## config.mk

```make
export PLATFORM = sky130hd
export DESIGN_NAME = ocl_axil_portal_bridge_flat
export DESIGN_NICKNAME = d
export VERILOG_FILES = /design/src/rtl/ocl_axil_portal_bridge_if.sv /design/src/rtl/ocl_axil_portal_bridge.sv /design/src/flat_wrapper.sv
export SDC_FILE = /design/constraint.sdc
export NUM_CORES = 1
export LEC_CHECK = 0
export ABC_CLOCK_PERIOD_IN_PS = 8109
export BUFFER_PORTS_ARGS = -buffer_cell sky130_fd_sc_hd__buf_2
export CORE_MARGIN = 2
export CORE_UTILIZATION = 35
export CTS_BUF_LIST = sky130_fd_sc_hd__clkbuf_16
export CTS_CLUSTER_SIZE = 28
export DETAILED_ROUTE_END_ITERATION = 8
export HOLD_SLACK_MARGIN = 0.08
export PLACE_DENSITY = 0.59
export SYNTH_ARGS = -nofsm -noshare
export SYNTH_HDL_FRONTEND = slang
export SYNTH_SLANG_ARGS = --single-unit
```

## constraint.sdc

```tcl
create_clock -name clk_main_a0 -period 8.11 [get_ports clk_main_a0]
set_clock_uncertainty 0.15 [all_clocks]
set_input_delay 0.4055 -clock clk_main_a0 [delete_from_list [all_inputs] [get_ports clk_main_a0]]
set_output_delay 0.4055 -clock clk_main_a0 [all_outputs]
set_load 0.01 [all_outputs]
```

## src/rtl/ocl_axil_portal_bridge_if.sv

```systemverilog
// Signal bundle between the shell OCL AXI4-Lite pins, the bridge and the portal request/response channel.
// slave: bridge side; master: shell + portal side (the bridge's environment).
interface ocl_axil_portal_bridge_if #(
    parameter int ADDR_W = 16
) ();
    logic              sh_ocl_awvalid;
    logic [31:0]       sh_ocl_awaddr;
    logic              ocl_sh_awready;
    logic              sh_ocl_wvalid;
    logic [31:0]       sh_ocl_wdata;
    logic [3:0]        sh_ocl_wstrb;
    logic              ocl_sh_wready;
    logic              ocl_sh_bvalid;
    logic [1:0]        ocl_sh_bresp;
    logic              sh_ocl_bready;
    logic              sh_ocl_arvalid;
    logic [31:0]       sh_ocl_araddr;
    logic              ocl_sh_arready;
    logic              ocl_sh_rvalid;
    logic [31:0]       ocl_sh_rdata;
    logic [1:0]        ocl_sh_rresp;
    logic              sh_ocl_rready;
    logic              req_valid;
    logic              req_ready;
    logic              req_write;
    logic [ADDR_W-1:0] req_addr;
    logic [31:0]       req_wdata;
    logic [3:0]        req_wstrb;
    logic              rsp_valid;
    logic [31:0]       rsp_data;

    modport slave (
        input  sh_ocl_awvalid, sh_ocl_awaddr, sh_ocl_wvalid, sh_ocl_wdata, sh_ocl_wstrb,
        input  sh_ocl_bready, sh_ocl_arvalid, sh_ocl_araddr, sh_ocl_rready,
        input  req_ready, rsp_valid, rsp_data,
        output ocl_sh_awready, ocl_sh_wready, ocl_sh_bvalid, ocl_sh_bresp,
        output ocl_sh_arready, ocl_sh_rvalid, ocl_sh_rdata, ocl_sh_rresp,
        output req_valid, req_write, req_addr, req_wdata, req_wstrb
    );

    modport master (
        output sh_ocl_awvalid, sh_ocl_awaddr, sh_ocl_wvalid, sh_ocl_wdata, sh_ocl_wstrb,
        output sh_ocl_bready, sh_ocl_arvalid, sh_ocl_araddr, sh_ocl_rready,
        output req_ready, rsp_valid, rsp_data,
        input  ocl_sh_awready, ocl_sh_wready, ocl_sh_bvalid, ocl_sh_bresp,
        input  ocl_sh_arready, ocl_sh_rvalid, ocl_sh_rdata, ocl_sh_rresp,
        input  req_valid, req_write, req_addr, req_wdata, req_wstrb
    );
endinterface

```

## src/rtl/ocl_axil_portal_bridge.sv

```systemverilog
// AXI4-Lite OCL slave: one-deep AW/W/AR slots serialised onto a single-outstanding portal channel.
// Define OCL_TIMEOUT_EN to add a downstream response timeout (SLVERR after TIMEOUT_CYCLES in WAIT).
//
// state   | meaning
// --------+------------------------------------------------------------
// ST_IDLE | arbitrate pending write (AW+W) vs read (AR), decode address
// ST_REQ  | req_valid held with stable fields until req_ready
// ST_WAIT | waiting for the portal's rsp_valid pulse
// ST_RESP | bvalid or rvalid held until the shell accepts it
module ocl_axil_portal_bridge #(
    parameter int          ADDR_W         = 16,
    parameter int unsigned TIMEOUT_CYCLES = 1024
) (
    input  logic                    clk_main_a0,
    input  logic                    rst_main,
    ocl_axil_portal_bridge_if.slave bus
);
    localparam logic [1:0] RESP_OKAY   = 2'b00;
    localparam logic [1:0] RESP_DECERR = 2'b11;

    typedef enum logic [1:0] {ST_IDLE, ST_REQ, ST_WAIT, ST_RESP} state_e;

    state_e            state_q, state_d;
    logic              prio_wr_q, prio_wr_d;
    logic              is_wr_q, is_wr_d;
    logic              aw_full_q, aw_full_d, w_full_q, w_full_d, ar_full_q, ar_full_d;
    logic              aw_bad_q, aw_bad_d, ar_bad_q, ar_bad_d;
    logic [ADDR_W-1:0] aw_addr_q, aw_addr_d, ar_addr_q, ar_addr_d;
    logic [31:0]       w_data_q, w_data_d;
    logic [3:0]        w_strb_q, w_strb_d;
    logic              awready_q, wready_q, arready_q;
    logic              bvalid_q, bvalid_d, rvalid_q, rvalid_d;
    logic [1:0]        bresp_q, bresp_d, rresp_q, rresp_d;
    logic [31:0]       rdata_q, rdata_d;
    logic              req_valid_q, req_valid_d, req_write_q, req_write_d;
    logic [ADDR_W-1:0] req_addr_q, req_addr_d;
    logic [31:0]       req_wdata_q, req_wdata_d;
    logic [3:0]        req_wstrb_q, req_wstrb_d;
    logic              aw_hs, w_hs, ar_hs;
    logic              wr_elig, rd_elig, pick_wr, pick_bad;
    logic              unused_bits;
`ifdef OCL_TIMEOUT_EN
    localparam logic [1:0] RESP_SLVERR = 2'b10;
    logic [31:0]       tmo_cnt_q, tmo_cnt_d;

    assign unused_bits = ^{bus.sh_ocl_awaddr[1:0], bus.sh_ocl_araddr[1:0]};
`else
    assign unused_bits = ^{bus.sh_ocl_awaddr[1:0], bus.sh_ocl_araddr[1:0], TIMEOUT_CYCLES[0]};
`endif

    assign aw_hs = bus.sh_ocl_awvalid & awready_q;
    assign w_hs  = bus.sh_ocl_wvalid  & wready_q;
    assign ar_hs = bus.sh_ocl_arvalid & arready_q;

    always_comb begin
        state_d     = state_q;
        prio_wr_d   = prio_wr_q;
        is_wr_d     = is_wr_q;
        aw_full_d   = aw_full_q;
        w_full_d    = w_full_q;
        ar_full_d   = ar_full_q;
        aw_bad_d    = aw_bad_q;
        ar_bad_d    = ar_bad_q;
        aw_addr_d   = aw_addr_q;
        ar_addr_d   = ar_addr_q;
        w_data_d    = w_data_q;
        w_strb_d    = w_strb_q;
        bvalid_d    = bvalid_q;
        rvalid_d    = rvalid_q;
        bresp_d     = bresp_q;
        rresp_d     = rresp_q;
        rdata_d     = rdata_q;
        req_valid_d = req_valid_q;
        req_write_d = req_write_q;
        req_addr_d  = req_addr_q;
        req_wdata_d = req_wdata_q;
        req_wstrb_d = req_wstrb_q;
        wr_elig     = aw_full_q & w_full_q;
        rd_elig     = ar_full_q;
        pick_wr     = wr_elig & (~rd_elig | prio_wr_q);
        pick_bad    = pick_wr ? aw_bad_q : ar_bad_q;
`ifdef OCL_TIMEOUT_EN
        tmo_cnt_d   = tmo_cnt_q;
`endif

        // Slot capture; a full slot never handshakes, so the frees below cannot collide with it.
        if (aw_hs) begin
            aw_full_d = 1'b1;
            aw_addr_d = {bus.sh_ocl_awaddr[ADDR_W-1:2], 2'b00};
            aw_bad_d  = |bus.sh_ocl_awaddr[31:ADDR_W];
        end
        if (w_hs) begin
            w_full_d = 1'b1;
            w_data_d = bus.sh_ocl_wdata;
            w_strb_d = bus.sh_ocl_wstrb;
        end
        if (ar_hs) begin
            ar_full_d = 1'b1;
            ar_addr_d = {bus.sh_ocl_araddr[ADDR_W-1:2], 2'b00};
            ar_bad_d  = |bus.sh_ocl_araddr[31:ADDR_W];
        end

        case (state_q)
            ST_IDLE: begin
                if (wr_elig | rd_elig) begin
                    is_wr_d = pick_wr;
                    if (wr_elig & rd_elig) prio_wr_d = ~prio_wr_q;
                    if (pick_bad) begin
                        state_d = ST_RESP;
                        if (pick_wr) begin
                            aw_full_d = 1'b0;
                            w_full_d  = 1'b0;
                            bvalid_d  = 1'b1;
                            bresp_d   = RESP_DECERR;
                        end else begin
                            ar_full_d = 1'b0;
                            rvalid_d  = 1'b1;
                            rresp_d   = RESP_DECERR;
                            rdata_d   = '0;
                        end
                    end else begin
                        state_d     = ST_REQ;
                        req_valid_d = 1'b1;
                        req_write_d = pick_wr;
                        req_addr_d  = pick_wr ? aw_addr_q : ar_addr_q;
                        req_wdata_d = pick_wr ? w_data_q : '0;
                        req_wstrb_d = pick_wr ? w_strb_q : '0;
                    end
                end
            end
            ST_REQ: begin
                if (bus.req_ready) begin
                    state_d     = ST_WAIT;
                    req_valid_d = 1'b0;
                    if (is_wr_q) begin
                        aw_full_d = 1'b0;
                        w_full_d  = 1'b0;
                    end else begin
                        ar_full_d = 1'b0;
                    end
`ifdef OCL_TIMEOUT_EN
                    tmo_cnt_d = '0;
`endif
                end
            end
            ST_WAIT: begin
                if (bus.rsp_valid) begin
                    state_d = ST_RESP;
                    if (is_wr_q) begin
                        bvalid_d = 1'b1;
                        bresp_d  = RESP_OKAY;
                    end else begin
                        rvalid_d = 1'b1;
                        rresp_d  = RESP_OKAY;
                        rdata_d  = bus.rsp_data;
                    end
                end
`ifdef OCL_TIMEOUT_EN
                else begin
                    tmo_cnt_d = tmo_cnt_q + 32'd1;
                    if (tmo_cnt_d == TIMEOUT_CYCLES) begin
                        state_d = ST_RESP;
                        if (is_wr_q) begin
                            bvalid_d = 1'b1;
                            bresp_d  = RESP_SLVERR;
                        end else begin
                            rvalid_d = 1'b1;
                            rresp_d  = RESP_SLVERR;
                            rdata_d  = 32'hDEAD_BEEF;
                        end
                    end
                end
`endif
            end
            ST_RESP: begin
                if ((bvalid_q & bus.sh_ocl_bready) | (rvalid_q & bus.sh_ocl_rready)) begin
                    state_d  = ST_IDLE;
                    bvalid_d = 1'b0;
                    rvalid_d = 1'b0;
                end
            end
            default: state_d = ST_IDLE;
        endcase
    end

    always_ff @(posedge clk_main_a0 or posedge rst_main) begin
        if (rst_main) begin
            state_q     <= ST_IDLE;
            prio_wr_q   <= 1'b1;
            is_wr_q     <= 1'b0;
            aw_full_q   <= 1'b0;
            w_full_q    <= 1'b0;
            ar_full_q   <= 1'b0;
            aw_bad_q    <= 1'b0;
            ar_bad_q    <= 1'b0;
            aw_addr_q   <= '0;
            ar_addr_q   <= '0;
            w_data_q    <= '0;
            w_strb_q    <= '0;
            awready_q   <= 1'b0;
            wready_q    <= 1'b0;
            arready_q   <= 1'b0;
            bvalid_q    <= 1'b0;
            rvalid_q    <= 1'b0;
            bresp_q     <= RESP_OKAY;
            rresp_q     <= RESP_OKAY;
            rdata_q     <= '0;
            req_valid_q <= 1'b0;
            req_write_q <= 1'b0;
            req_addr_q  <= '0;
            req_wdata_q <= '0;
            req_wstrb_q <= '0;
`ifdef OCL_TIMEOUT_EN
            tmo_cnt_q   <= '0;
`endif
        end else begin
            state_q     <= state_d;
            prio_wr_q   <= prio_wr_d;
            is_wr_q     <= is_wr_d;
            aw_full_q   <= aw_full_d;
            w_full_q    <= w_full_d;
            ar_full_q   <= ar_full_d;
            aw_bad_q    <= aw_bad_d;
            ar_bad_q    <= ar_bad_d;
            aw_addr_q   <= aw_addr_d;
            ar_addr_q   <= ar_addr_d;
            w_data_q    <= w_data_d;
            w_strb_q    <= w_strb_d;
            awready_q   <= ~aw_full_d;
            wready_q    <= ~w_full_d;
            arready_q   <= ~ar_full_d;
            bvalid_q    <= bvalid_d;
            rvalid_q    <= rvalid_d;
            bresp_q     <= bresp_d;
            rresp_q     <= rresp_d;
            rdata_q     <= rdata_d;
            req_valid_q <= req_valid_d;
            req_write_q <= req_write_d;
            req_addr_q  <= req_addr_d;
            req_wdata_q <= req_wdata_d;
            req_wstrb_q <= req_wstrb_d;
`ifdef OCL_TIMEOUT_EN
            tmo_cnt_q   <= tmo_cnt_d;
`endif
        end
    end

    assign bus.ocl_sh_awready = awready_q;
    assign bus.ocl_sh_wready  = wready_q;
    assign bus.ocl_sh_arready = arready_q;
    assign bus.ocl_sh_bvalid  = bvalid_q;
    assign bus.ocl_sh_bresp   = bresp_q;
    assign bus.ocl_sh_rvalid  = rvalid_q;
    assign bus.ocl_sh_rresp   = rresp_q;
    assign bus.ocl_sh_rdata   = rdata_q;
    assign bus.req_valid      = req_valid_q;
    assign bus.req_write      = req_write_q;
    assign bus.req_addr       = req_addr_q;
    assign bus.req_wdata      = req_wdata_q;
    assign bus.req_wstrb      = req_wstrb_q;
endmodule

```

## src/flat_wrapper.sv

```systemverilog
// flat-port wrapper written by rule: the top's interface ports become plain ports
module ocl_axil_portal_bridge_flat 
#(
    parameter int          ADDR_W         = 16,
    parameter int unsigned TIMEOUT_CYCLES = 1024
)
  (clk_main_a0, rst_main, bus_sh_ocl_awvalid, bus_sh_ocl_awaddr, bus_sh_ocl_wvalid, bus_sh_ocl_wdata, bus_sh_ocl_wstrb, bus_sh_ocl_bready, bus_sh_ocl_arvalid, bus_sh_ocl_araddr, bus_sh_ocl_rready, bus_req_ready, bus_rsp_valid, bus_rsp_data, bus_ocl_sh_awready, bus_ocl_sh_wready, bus_ocl_sh_bvalid, bus_ocl_sh_bresp, bus_ocl_sh_arready, bus_ocl_sh_rvalid, bus_ocl_sh_rdata, bus_ocl_sh_rresp, bus_req_valid, bus_req_write, bus_req_addr, bus_req_wdata, bus_req_wstrb);
  ocl_axil_portal_bridge_if #(.ADDR_W(ADDR_W)) bus_i ();
  input  logic clk_main_a0;
  input  logic rst_main;
  input wire logic [$bits(bus_i.sh_ocl_awvalid)-1:0] bus_sh_ocl_awvalid;
  input wire logic [$bits(bus_i.sh_ocl_awaddr)-1:0] bus_sh_ocl_awaddr;
  input wire logic [$bits(bus_i.sh_ocl_wvalid)-1:0] bus_sh_ocl_wvalid;
  input wire logic [$bits(bus_i.sh_ocl_wdata)-1:0] bus_sh_ocl_wdata;
  input wire logic [$bits(bus_i.sh_ocl_wstrb)-1:0] bus_sh_ocl_wstrb;
  input wire logic [$bits(bus_i.sh_ocl_bready)-1:0] bus_sh_ocl_bready;
  input wire logic [$bits(bus_i.sh_ocl_arvalid)-1:0] bus_sh_ocl_arvalid;
  input wire logic [$bits(bus_i.sh_ocl_araddr)-1:0] bus_sh_ocl_araddr;
  input wire logic [$bits(bus_i.sh_ocl_rready)-1:0] bus_sh_ocl_rready;
  input wire logic [$bits(bus_i.req_ready)-1:0] bus_req_ready;
  input wire logic [$bits(bus_i.rsp_valid)-1:0] bus_rsp_valid;
  input wire logic [$bits(bus_i.rsp_data)-1:0] bus_rsp_data;
  output wire logic [$bits(bus_i.ocl_sh_awready)-1:0] bus_ocl_sh_awready;
  output wire logic [$bits(bus_i.ocl_sh_wready)-1:0] bus_ocl_sh_wready;
  output wire logic [$bits(bus_i.ocl_sh_bvalid)-1:0] bus_ocl_sh_bvalid;
  output wire logic [$bits(bus_i.ocl_sh_bresp)-1:0] bus_ocl_sh_bresp;
  output wire logic [$bits(bus_i.ocl_sh_arready)-1:0] bus_ocl_sh_arready;
  output wire logic [$bits(bus_i.ocl_sh_rvalid)-1:0] bus_ocl_sh_rvalid;
  output wire logic [$bits(bus_i.ocl_sh_rdata)-1:0] bus_ocl_sh_rdata;
  output wire logic [$bits(bus_i.ocl_sh_rresp)-1:0] bus_ocl_sh_rresp;
  output wire logic [$bits(bus_i.req_valid)-1:0] bus_req_valid;
  output wire logic [$bits(bus_i.req_write)-1:0] bus_req_write;
  output wire logic [$bits(bus_i.req_addr)-1:0] bus_req_addr;
  output wire logic [$bits(bus_i.req_wdata)-1:0] bus_req_wdata;
  output wire logic [$bits(bus_i.req_wstrb)-1:0] bus_req_wstrb;
  assign bus_i.sh_ocl_awvalid = bus_sh_ocl_awvalid;
  assign bus_i.sh_ocl_awaddr = bus_sh_ocl_awaddr;
  assign bus_i.sh_ocl_wvalid = bus_sh_ocl_wvalid;
  assign bus_i.sh_ocl_wdata = bus_sh_ocl_wdata;
  assign bus_i.sh_ocl_wstrb = bus_sh_ocl_wstrb;
  assign bus_i.sh_ocl_bready = bus_sh_ocl_bready;
  assign bus_i.sh_ocl_arvalid = bus_sh_ocl_arvalid;
  assign bus_i.sh_ocl_araddr = bus_sh_ocl_araddr;
  assign bus_i.sh_ocl_rready = bus_sh_ocl_rready;
  assign bus_i.req_ready = bus_req_ready;
  assign bus_i.rsp_valid = bus_rsp_valid;
  assign bus_i.rsp_data = bus_rsp_data;
  assign bus_ocl_sh_awready = bus_i.ocl_sh_awready;
  assign bus_ocl_sh_wready = bus_i.ocl_sh_wready;
  assign bus_ocl_sh_bvalid = bus_i.ocl_sh_bvalid;
  assign bus_ocl_sh_bresp = bus_i.ocl_sh_bresp;
  assign bus_ocl_sh_arready = bus_i.ocl_sh_arready;
  assign bus_ocl_sh_rvalid = bus_i.ocl_sh_rvalid;
  assign bus_ocl_sh_rdata = bus_i.ocl_sh_rdata;
  assign bus_ocl_sh_rresp = bus_i.ocl_sh_rresp;
  assign bus_req_valid = bus_i.req_valid;
  assign bus_req_write = bus_i.req_write;
  assign bus_req_addr = bus_i.req_addr;
  assign bus_req_wdata = bus_i.req_wdata;
  assign bus_req_wstrb = bus_i.req_wstrb;
  ocl_axil_portal_bridge #(.ADDR_W(ADDR_W), .TIMEOUT_CYCLES(TIMEOUT_CYCLES)) u_core (.clk_main_a0(clk_main_a0), .rst_main(rst_main), .bus(bus_i));
endmodule
```

==> results.yml <==
power_and_ir_drop:
  power_frac_seq_pct: 37.1
  total_power_mw: 3.659
  intPower_mw: 2.324
  clkPwrFrac_pct: 24.1
  power_density_nw_per_um2: 369.8
  peakVddDrop_v: 0.0001630
  comb_power_share_pct: 38.8
  p_switching_mw: 1.336
  p_sw_share_pct: 36.50
  p_leak_nw: 4.810
sta:
  maxSlewHeadroom_pct: 23.59
  finalSetupViolCount: 0
  finalSetupTns_ns: 0
  hold_violations: 0
  maxSlewViolCount: 0
  fin_crit_sh_pct: 38.38
  period_minus_slack_ns: 3.113
  max_clock_freq_mhz: 321.3
  holdWs_ns: 0.09879
  worstMarginPinSlew_ns: 1.146
  rsz0062_at_grt: "no"
  timing.final.ws_setup_ns: 4.997
clock_network:
  cts.sink_count: 164
  hold_buffers: 90
  cts_tree: "built"
  clk_transition_reported_paths_ns: 0.07
  cts_buffers: 17
  clk-insertion-delay-late_ns: 0.42
  post_cts_buffers: 0
  clockRootBuffer: "clkbuf_16"
  cts.repair.resized: 0
  cts_buffer_depth: 2
  cts_htree_levels: 4
floorplanning:
  num_io_pins: 236
  core_um2: 19650
  die_height_um: 146.0
  die-area_um2: 21310
  die_w_um: 146.0
  num_rows: 51
  initial_core_util_pct: 35.91
final_layout:
  utilization_pct: 50.36
  final_layout_size_suffix_gt1_share_pct: 38.15
  fin_nets: 1052
  diodes: 0
  fillers: 1806
  area_growth_pct: 40.25
yosys:
  ys.flop_type: "dfrtp_1"
  yosysSeqAreaShare_pct: 58.17
  syn_avg_cell_area_um2: 11.64
  netlist_area_um2: 7057
  ys_types: 47
  synth_area_leader_cell: "dfrtp_1"
  yosysWarnings: 0
  yosysMostFrequentCell: "dfrtp_1"
  synthCells: 606
  ys_top_cells_by_area: "dfrtp_1 58%, mux2_2 11%, mux2i_1 6.8%"
  ys_ff_latch: 164
  synthArstFlopShare_pct: 100.0
  yosys-top-cells-count: "163 x dfrtp_1, 78 x inv_1, 70 x mux2_2"
  synth-edff-count: 0
  yosysTopAreaCellShare_pct: 57.80
global_route:
  gr-usage-all-layers_pct: 17.58
  grt_pass1_wl_mm: 30.25
  first_global_vias: 5779
  antenna_found_initial: 0
  overflow: 0
  grt_max_degree: 98
routing:
  postRouteAntennaNets: 0
  dr.pass1.iters: 4
  routedWlPerCell_um: 15.44
  wl_mm: 18.29
  drt_iter0_markers: 182
  drc: 0
  vias: 5636
  vias_per_cell: 4.756
worst_setup_path:
  slowest_stage: "or3b_2"
  crit_path_start_kind: "register"
  r2r_start: "u_core.state_q[0]$_DFFE_PP0P_"
  path_class: "reg -> reg"
  rr_endpoint: "u_core.bus.ocl_sh_rdata[28]$_DFFE_PP0P_"
  cp_slowest_stage_delay_ns: 0.97
  cp_max_fo: 33
  cp_cell_sequence: "inv_1, ha_1, inv_1, o311ai_0, or3b_2, mux2i_1"
  critPathCaptureType: "register"
  reg2reg_depth: 6
  crit_required_ns: 8.29
  cp.arrival_ns: 3.29
  cp_common_cell: "inv_1"
  ff2ff_setup_slack_ns: 5.00
placement:
  place_hpwl_mm: 11.15
  dp_worst_setup_slack_ns: 5.020
  port_buffers: 229
  place.gp.congestion: 0.7500
hold_path:
  hold_depth: 3
  worstHoldEndpoint: "u_core.bus.ocl_sh_rdata[18]$_DFFE_PP0P_"
  hold_path.startpoint: "bus_rsp_data[18]"
  worstHoldPathType: "in -> reg"
job:
  cap_violations: 0
outcome:
  status: "complete, no violations"
==> worst max-delay path by stage <==
stage	from	end	slack [ns]	cells past startpoint
final	u_core.state_q[0]$_DFFE_PP0P_	u_core.bus.ocl_sh_rdata[28]$_DFFE_PP0P_	5.00	6
after global routing	u_core.state_q[1]$_DFFE_PP0P_	u_core.bus.ocl_sh_rdata[13]$_DFFE_PP0P_	4.70	6
after CTS	u_core.state_q[0]$_DFFE_PP0P_	u_core.bus.ocl_sh_rdata[3]$_DFFE_PP0P_	5.02	6
after detailed placement	u_core.state_q[0]$_DFFE_PP0P_	u_core.bus.ocl_sh_rdata[3]$_DFFE_PP0P_	5.02	6
after global placement	u_core.state_q[0]$_DFFE_PP0P_	u_core.bus.ocl_sh_rdata[9]$_DFFE_PP0P_	5.00	6
after floorplan	rst_main	u_core.ar_addr_q[10]$_DFFE_PP0P_	3.12	1
==> layer usage <==
layer,GRT usage [%],wire length [um],vias up
li1,-,-,2669
met5,0,0,-
met2,28.37,8452,200
met4,5.631,320,0
met1,23.02,8344,2744
met3,4.890,1176,23
==> power by group through the flow <==
| stage | Sequential (mW) | Combinational [mW] | Clock (mW) |
|---|---|---|---|
| floorplan | 1.42 | 0.956 | 0 |
| global placement | 1.36 | 1.39 | 0 |
| detailed placement | 1.37 | 1.40 | 0 |
| CTS | 1.36 | 1.44 | 0.907 |
| global route | 1.40 | 1.57 | 0.941 |
| finish | 1.36 | 1.42 | 0.881 |
==> flip-flops by register name, summed over array words and instances (netlist names), 2 cells and up <==
signal / flops
u_core.aw_addr_q: 14
u_core.bus.req_wdata: 32
u_core.w_strb_q: 4
u_core.bus.req_addr: 14
u_core.state_q: 2
u_core.bus.req_wstrb: 4
u_core.ar_addr_q: 14
u_core.w_data_q: 32
u_core.bus.ocl_sh_rdata: 32
==> cell families after synthesis <==
family	after synthesis	synth area share [%]
flops	164	58.17
other cells	1	0.05314
xor+xnor	1	0.1241
compound gates	86	7.075
fa+ha+maj	4	0.7092
buf+inv	123	7.730
mux	118	17.98
simple gates	109	8.156
==> layout make-up <==
class                   count  area [um^2]  share of cell area (%)
clock buffers              17        425.4                   4.298
clock inverters            15        214.0                   2.162
inverters                  78        297.8                   3.009
multi-input cells         320         2424                   24.49
flip-flops and latches    164         4105                   41.48
well taps                 265        331.6                   3.350
repair buffers            326         2100                   21.21
==> through the flow <==
stage | area, um^2 | cells
2_1_floorplan | 7061 | 607
3_3_place_gp | 8357 | 1063
3_5_place_dp | 8357 | 1063
4_1_cts | 9897 | 1185
5_1_grt | 9897 | 1185
6_report | 9897 | 1185
==> cell usage in the layout, fill, tap and decap left out, types with 2 or more instances in the layout <==
master / count
clkinv_2: 2
inv_8: 2
a31oi_1: 13
ha_1: 4
nand2b_1: 3
mux2_2: 70
inv_1: 77
clkinv_4: 2
a21o_1: 2
o21ai_1: 11
nand3_1: 2
a21oi_1: 16
nor4_1: 10
dfrtp_1: 163
buf_2: 229
o21ai_0: 31
mux2i_1: 48
o21a_1: 2
inv_6: 6
nand2_1: 41
buf_4: 7
bufinv_16: 4
conb_1: 2
nor2_1: 2
clkbuf_16: 17
dlygate4sd3_1: 90
nand4_1: 38
==> critical path: cells and delay by family (launching register included) <==
kind | cells | cell delay, ns
buf+inv | 2 | 0.24
compound gates | 1 | 0.55
flops | 1 | 0.41
simple gates | 1 | 0.97
mux | 1 | 0.28
fa+ha+maj | 1 | 0.39
Note: power is estimated with default switching activity, not from simulation.
